===== src/rtl/chip_select_sched.sv =====
// Round-robin scheduler sharing one 3-to-8 active-low chip-select decoder.
// Each access runs SETUP (selects only), ACTIVE (decoder enabled), RECOVER (gap).
//
// state      | meaning
// -----------+--------------------------------------------------------------
// ST_IDLE    | no access; arbitrate on req, latch winner and its sel
// ST_SETUP   | grant high, selects driven, decoder still disabled
// ST_ACTIVE  | grant high, decoder enabled for WAIT_CYC cycles
// ST_RECOVER | grant low, decoder disabled for GAP_CYC cycles, done on entry
module chip_select_sched #(
    parameter int NREQ     = 3,
    parameter int WAIT_CYC = 2,
    parameter int GAP_CYC  = 1
) (
    input  logic              clk,
    input  logic              rst_l,
    input  logic [NREQ-1:0]   req,
    input  logic [3*NREQ-1:0] sel,
    output logic [NREQ-1:0]   grant,
    output logic [NREQ-1:0]   done,
    output logic              dec_a,
    output logic              dec_b,
    output logic              dec_c,
    output logic              dec_g1,
    output logic              dec_g2,
    output logic              busy
);

    localparam int IW   = $clog2(NREQ);
    localparam int CMAX = (WAIT_CYC > GAP_CYC) ? WAIT_CYC : GAP_CYC;
    localparam int CW   = $clog2(CMAX + 1);

    typedef enum logic [1:0] {
        ST_IDLE,
        ST_SETUP,
        ST_ACTIVE,
        ST_RECOVER
    } state_t;

    state_t          state_q, state_d;
    logic [IW-1:0]   ptr_q, ptr_d;
    logic [IW-1:0]   win_q, win_d;
    logic [2:0]      sel_q, sel_d;
    logic [CW-1:0]   cnt_q, cnt_d;

    logic            req_hit;
    logic [IW-1:0]   pick;
    logic [2:0]      pick_sel;
    logic [IW-1:0]   scan_idx;
    int              scan;
    logic            rec_first;
    logic            strobe;

    // First set request at or after the pointer, wrapping modulo NREQ.
    always_comb begin
        req_hit  = 1'b0;
        pick     = '0;
        scan     = 0;
        scan_idx = '0;
        for (int k = 0; k < NREQ; k++) begin
            scan = int'(ptr_q) + k;
            if (scan >= NREQ) begin
                scan = scan - NREQ;
            end
            scan_idx = IW'(scan);
            if (!req_hit && req[scan_idx]) begin
                req_hit = 1'b1;
                pick    = scan_idx;
            end
        end
    end

    always_comb begin
        pick_sel = 3'd0;
        for (int i = 0; i < NREQ; i++) begin
            if (pick == IW'(i)) begin
                pick_sel = sel[3*i +: 3];
            end
        end
    end

    always_comb begin
        state_d = state_q;
        ptr_d   = ptr_q;
        win_d   = win_q;
        sel_d   = sel_q;
        cnt_d   = cnt_q;
        case (state_q)
            ST_IDLE: begin
                if (req_hit) begin
                    win_d   = pick;
                    sel_d   = pick_sel;
                    state_d = ST_SETUP;
                end
            end
            ST_SETUP: begin
                cnt_d   = CW'(WAIT_CYC - 1);
                state_d = ST_ACTIVE;
            end
            ST_ACTIVE: begin
                if (cnt_q == '0) begin
                    cnt_d   = CW'(GAP_CYC - 1);
                    ptr_d   = (win_q == IW'(NREQ - 1)) ? '0 : win_q + 1'b1;
                    state_d = ST_RECOVER;
                end else begin
                    cnt_d = cnt_q - 1'b1;
                end
            end
            ST_RECOVER: begin
                if (cnt_q == '0) begin
                    state_d = ST_IDLE;
                end else begin
                    cnt_d = cnt_q - 1'b1;
                end
            end
            default: state_d = ST_IDLE;
        endcase
    end

    always_ff @(posedge clk or negedge rst_l) begin
        if (!rst_l) begin
            state_q <= ST_IDLE;
            ptr_q   <= '0;
            win_q   <= '0;
            sel_q   <= 3'd0;
            cnt_q   <= '0;
        end else begin
            state_q <= state_d;
            ptr_q   <= ptr_d;
            win_q   <= win_d;
            sel_q   <= sel_d;
            cnt_q   <= cnt_d;
        end
    end

    // The RECOVER counter is freshly loaded on entry, so its load value marks the first cycle.
    assign rec_first = (state_q == ST_RECOVER) && (cnt_q == CW'(GAP_CYC - 1));
    assign strobe    = (state_q == ST_ACTIVE);

    always_comb begin
        grant = '0;
        done  = '0;
        for (int i = 0; i < NREQ; i++) begin
            grant[i] = ((state_q == ST_SETUP) || strobe) && (win_q == IW'(i));
            done[i]  = rec_first && (win_q == IW'(i));
        end
    end

    assign dec_a  = sel_q[0];
    assign dec_b  = sel_q[1];
    assign dec_c  = sel_q[2];
    assign dec_g1 = strobe;
    assign dec_g2 = !strobe;
    assign busy   = (state_q != ST_IDLE);

endmodule


===== config.mk =====
export PLATFORM = sky130hd
export DESIGN_NAME = chip_select_sched
export DESIGN_NICKNAME = d
export VERILOG_FILES = /design/src/rtl/chip_select_sched.sv
export SDC_FILE = /design/constraint.sdc
export NUM_CORES = 1
export LEC_CHECK = 0
export CORE_UTILIZATION = 45
export CTS_BUF_LIST = sky130_fd_sc_hd__clkbuf_16
export CTS_CLUSTER_DIAMETER = 80
export DETAILED_ROUTE_END_ITERATION = 6
export DONT_BUFFER_PORTS = 1
export SLEW_MARGIN = 5
export SYNTH_ARGS = -nofsm -noshare
export SYNTH_HDL_FRONTEND = slang
export SYNTH_SLANG_ARGS = --single-unit

===== constraint.sdc =====
create_clock -name clk -period 2.4 [get_ports clk]
set_input_delay 0 -clock clk [delete_from_list [all_inputs] [get_ports clk]]
set_output_delay 0 -clock clk [all_outputs]
set_load 0.02 [all_outputs]

---- Yosys cells after proc, flatten, opt, wreduce, memory -nomap -nowiden ----
Index checks and enable logic that the tools add are counted.
storage, ports and cells
  flip-flop bits (word level) ............. 11
  bits of input ports ..................... 14
  output and inout port bits .............. 12
operators by class
  add/subtract/negate cells ............... 7
  order comparisons ....................... 6
  equal/unequal tests ..................... 11
  muxes and demuxes ....................... 26
  reduce and logical (&&, ||, !) cells .... 23
operators by type and width
  operator             count
  $mux 2               12
  $logic_and 1x1->1    9
  $lt 2x3->1 const B   3
  $mux 3               3
  $eq 2x2->1 const B   4
  $logic_not 2->1      4
  $pmux 2 s4           1
  $bmux 1 s2           3
  $eq 2x1->1 const B   3
  $ge 3x2->1 const B   2
  $mux 1               6
  $ne 2x2->1 const B   3
  $pmux 2 s3           1
  $reduce_and 2->1     3
  $sub 2x2->2 const B  3
  $add 2x1->3 const B  1
  $add 2x2->3 const B  1
  $logic_not 1->1      3
  $reduce_and 3->1     1
  $reduce_bool 3->1    1
  $add 2x1->2 const B  1
  $ge 2x2->1 const B   1
  $ne 2x1->1 const B   1
  $reduce_bool 2->1    1
  2 further kinds      2

---- Logic depth before layout (Yosys ltp) ----
  word-level depth ........................ 15
  gate-level depth with buffers ........... 9
  gate-level depth less buffers ........... 8

---- Worst setup path before layout ----
Ideal clock, no wire load.
  kind .................................... register to register
  start ................................... register ptr_q[1]
  end ..................................... register sel_q[0]
  arrival ................................. 1.874 ns
  setup slack ............................. 0.392 ns
  cell stages (with the launch flop) ...... 9
  path through ............................ dfrtp_1 inv_1 ha_1 mux2i_1 o221ai_1 or3_1 and4b_4 a22oi_1 o21ai_1
on the way
  cells in the longest elaborated chain, start to end .. 15
  elaborated cells on any way between the ends .. 34
  classes of those cells .................. add/sub: 5; order compare: 3; eq/ne: 2; mux: 18; reduce/logical: 6
ends and longest elaborated chain
  what                                                                  RTL line  RTL
  start, declared                                                       41        logic [IW-1:0] ptr_q, ptr_d;
  start signal, assigned                                                129       ptr_q <= ptr_d;
  parallel branches: the longest is 15 deep, another holds $add 2x1->3  -
  end signal, assigned                                                  131       sel_q <= sel_d;
  end, declared                                                         43        logic [2:0] sel_q, sel_d;
Several ways; the timed one is not identified. The select of a mux whose other input is x is not followed.
A chain may end at the register's enable or synchronous reset.

---- Final worst setup path ----
  start ................................... register ptr_q[1]
  end ..................................... register sel_q[1]
The elaborated chain is that of the path after synthesis.

==> summary.md <==
| Metric | Value |
|---|---|
| Result of the run | `finished clean` |
| DR WL/cell | `13.00 um` |
| TNS Setup | `0 ns` |
| Number of failing setup endpoints in the final timing report | `0` |
| Minimum clock period | `2.201 ns` |
| Initial cell density of the core | `between 50 and 60%` |
| Share of final-layout standard cells stronger than drive strength 1 | `6.838%` |
| Most used flip-flop cell after synthesis | `sky130_fd_sc_hd__dfrtp_1` |
| Number of global-route vias before repair | `about 690` |
| Wire length reported by the detailed router | `~1.8 mm` |
| Maximum clock rate | `454.3 MHz` |
| Setup fix buffers added after clock tree synthesis | `0` |
| Setup crit start kind | `register` |
| Leading area contributor after synthesis | `sky130_fd_sc_hd__dfrtp_1` |
| Core Footprint | `1821 um^2` |
| Data required time of the worst path | `between 2 and 3 ns` |
| Combinational power share | `60.2%` |
| Clk network pwr share | `~17%` |
| I/O pin count | `26` |
| Number of library cell types mapped by synthesis | `29` |
| Slowest-stage cell, CP | `sky130_fd_sc_hd__or3_1` |
| Proportion of netlist area held by the largest area contributor | `30.05%` |
| Port Buffers | `0` |
| Dominant cells by area after synthesis | `sky130_fd_sc_hd__dfrtp_1 30%, sky130_fd_sc_hd__ha_1 14%, sky130_fd_sc_hd__mux2i_1 7.7%, sky130_fd_sc_hd__inv_1 5.3%, sky130_fd_sc_hd__a21oi_1 3.8%` |
| Number of H-tree branching levels | `1` |
| End of the worst register-to-register path | `sel_q[1]` |
| Share of total power in sequential cells | `between 20 and 25%` |
| Die Span X | `around 47 um` |
| Storage element area | `275.3 um^2` |
| Insertion delay of the later-clocked pin in the worst-skew pair | `roughly 0.24 ns` |
| Critical path class | `register to register` |
| Terminating pin of the worst hold path | `sel_q[2]` |
| # rows | `15` |
| Detailed Route Iter0 Violations | `19` |
| Max Cap Violations | `0` |
| Number of antenna violations at the first check in global routing | `0` |
| Remaining design rule violation count | `0` |
| Beginning of the worst register-to-register path | `ptr_q[1]` |
| Sequential-to-total area share from yosys stat | `a little under a third` |
| Largest voltage drop on the vdd net | `0.8731 mV` |
| Worst slew pin tran | `roughly 0.66 ns` |
| Leakage power | `0.5147 nW` |
| Final Wtd Congestion | `0.8032` |
| Maximum net fanout on the critical path | `6` |
| Estimated wirelength of the detail-placed design | `around 1.4 mm` |
| Maximum number of pins on one net before global-route repair | `12` |
| Kind of capture point of the worst setup path | `register` |
| Worst hold margin | `between 0.09 and 0.1 ns` |
| Vias per inst | `5.479` |
| Layer with the highest usage | `met2` |
| Share of total power consumed by net switching | `47.22%` |
| Combined area of all synthesized cells | `between 900 and 1000 um^2` |
| Hold wc startpoint | `sel[2]` |
| Global-route usage over all layers | `19.65%` |
| EDFF count, synth | `0` |
| Internal power | `around 0.0009 W` |
| Number of instances in the synthesized netlist | `106` |
| Most frequently used cell type in the post-synthesis netlist | `sky130_fd_sc_hd__inv_1` |
| Warning count from the yosys run | `0` |
| Slack of the worst reg-to-reg path | `just under 0.2 ns` |
| Number of buffers created by CTS | `3` |
| Worst path arrival time | `~2.3 ns` |
| Clock transition time at the flip-flop clock pins of the worst setup and hold paths | `0.04 ns` |
| Root Buffer | `sky130_fd_sc_hd__clkbuf_16` |
| Global routing met1 resource utilization | `28.30%` |
| Vertical die dimension | `approximately 47 um` |
| Type of the tightest min-delay check | `input port to register` |
| Cell chain of the critical path | `inv_1 -> ha_1 -> mux2i_1 -> o221ai_1 -> or3_1 -> and4b_4 -> a22oi_1 -> o21ai_1` |
| Synthesized net count | `130` |
| Met2 usage | `just under 30%` |
| Hold depth | `4` |
| Clock tree from TritonCTS | `yes` |
| Number of routed nets with antenna violations | `0` |
| Final Hold Vio Count | `0` |
| Remaining global-route overflow | `0` |
| Antenna diode count | `0` |
| Resized Gates After CTS | `0` |
| Met3 capacity usage during global routing | `under 10%` |
| Global-route wire length before repair | `3.001 mm` |
| Total via count in the routed design | `about 780` |
| Unrepaired setup endpoints after global routing | `no` |
| Footprint of the multi-input gates | `588.1 um^2` |
| Synth-to-Final Area Change | `20.08%` |
| Net switching power | `a little over 0.0008 W` |
| Largest clock skew in the final design | `0.002199 ns` |
| Delay of the slowest cell on the worst path | `between 0.4 and 0.5 ns` |
| Number of synthesized register bits | `11` |
| Layout Nets | `around 140` |
| Power per standard cell area | `1571 nW/um^2` |
| Number of optimization iterations in the first detailed-route pass | `4` |
| Most used standard cells in the synthesized netlist | `13 x sky130_fd_sc_hd__inv_1, 11 x sky130_fd_sc_hd__dfrtp_1, 10 x sky130_fd_sc_hd__ha_1, 8 x sky130_fd_sc_hd__nor2_1` |
| Asr flop ratio synth | `100.0%` |
| Final Slew Violations | `0` |
| Max-slew headroom | `a little under three fifths` |
| Deepest clock path buffer count | `2` |
| Floorplan die area | `2220 um^2` |
| # clock sinks | `11` |
| Avg Cell Area, Syn | `around 8.6 um^2` |
| Number of filler instances in the final layout | `168` |
| Period Utilization, post-route | `91.72%` |
| Cell count of the worst reg-to-reg path | `8` |
==> kinds of logic (layout without fill, tap and decap cells) <==
kind of cell | Yosys count | after routing | synth area share (%)
fa+ha+maj | 10 | 10 | 13.66
buf+inv | 14 | 25 | 5.738
flops | 11 | 11 | 30.05
compound gates | 35 | 35 | 25.68
simple gates | 29 | 29 | 17.21
mux | 7 | 7 | 7.651
==> worst max-delay path: cells and delay by family, from the launching register on <==
kind / cells / cell delay (ns)
adder cells (fa/ha/maj): 1 / 0.27
flip-flops: 1 / 0.40
buffers and inverters: 1 / 0.09
AO/OA/AOI/OAI: 3 / 0.39
multiplexers: 1 / 0.27
AND/OR/NAND/NOR: 2 / 0.66
==> power groups by stage <==
| stage | registers [W] | logic [W] | clock network (W) |
|---|---|---|---|
| 2_1_floorplan | 0.000374 | 0.000863 | 0 |
| 4_1_cts | 0.000394 | 0.00104 | 0.000302 |
| 3_3_place_gp | 0.000392 | 0.00101 | 0 |
| 5_1_grt | 0.000407 | 0.00117 | 0.000315 |
| 6_report | 0.000393 | 0.00104 | 0.000295 |
| 3_5_place_dp | 0.000396 | 0.00102 | 0 |
==> what timing repair did <==
item,4_1_cts,5_1_grt
endpoints found under the setup margin,0,0
endpoints found under the hold margin,14,0
hold buffers,7,0
==> stage by stage <==
stage          utilization (%)  instance area, um^2  power (W)  std cells  setup slack (ns)
3_5_place_dp             52.23                950.9   0.001419        131            0.2192
2_1_floorplan                -                915.9   0.001237        106            0.3919
4_1_cts                  60.41                 1100   0.001739        142            0.2058
6_report                 60.41                 1100   0.001727        142            0.1987
3_3_place_gp             52.23                950.9   0.001405        131            0.2588
5_1_grt                  60.41                 1100   0.001888        142           0.04091
==> metal layers <==
metal  share of wire [%]  wire [um]
met5                   0          0
met2                  46        852
met1                  50        921
met3                 3.9         72
met4                   0          0
==> state kept, by name, summed over array words and instances (netlist names) <==
name / cells
sel_q: 3
state_q: 2
win_q: 2
cnt_q: 2
ptr_q: 2
==> cell usage in the layout, fill, tap and decap left out, types with 2 or more instances in the layout <==
| cell | n |
|---|---|
| sky130_fd_sc_hd__o21ai_0 | 5 |
| sky130_fd_sc_hd__dfrtp_1 | 11 |
| sky130_fd_sc_hd__nor3_1 | 3 |
| sky130_fd_sc_hd__clkbuf_16 | 3 |
| sky130_fd_sc_hd__a21oi_1 | 7 |
| sky130_fd_sc_hd__a22oi_1 | 4 |
| sky130_fd_sc_hd__dlygate4sd3_1 | 7 |
| sky130_fd_sc_hd__nand3b_1 | 2 |
| sky130_fd_sc_hd__nor2_1 | 8 |
| sky130_fd_sc_hd__o21ai_1 | 4 |
| sky130_fd_sc_hd__nand2_1 | 6 |
| sky130_fd_sc_hd__nor2b_1 | 4 |
| sky130_fd_sc_hd__nor3b_1 | 2 |
| sky130_fd_sc_hd__ha_1 | 10 |
| sky130_fd_sc_hd__mux2i_1 | 7 |
| sky130_fd_sc_hd__a31oi_1 | 5 |
| sky130_fd_sc_hd__inv_1 | 14 |
| sky130_fd_sc_hd__o21a_1 | 2 |
==> final cells by class <==
type / instances / area share [%]
Multi-Input combinational cell: 81 / 53.47
Tap cell: 25 / 2.844
Timing Repair Buffer: 8 / 7.054
Inverter: 13 / 4.437
Clock inverter: 1 / 0.3413
Clock buffer: 3 / 6.826
Sequential cell: 11 / 25.03
==> worst max-delay path by stage <==
stage	startpoint	endpoint	slack, ns	depth (start not counted)
3_3_place_gp	ptr_q[1]	sel_q[1]	0.26	8
6_report	ptr_q[1]	sel_q[1]	0.20	8
2_1_floorplan	ptr_q[1]	sel_q[0]	0.39	8
3_5_place_dp	ptr_q[1]	sel_q[0]	0.22	8
5_1_grt	ptr_q[1]	sel_q[0]	0.04	8
4_1_cts	ptr_q[1]	sel_q[1]	0.21	8
Note: power is estimated with default switching activity, not from simulation.
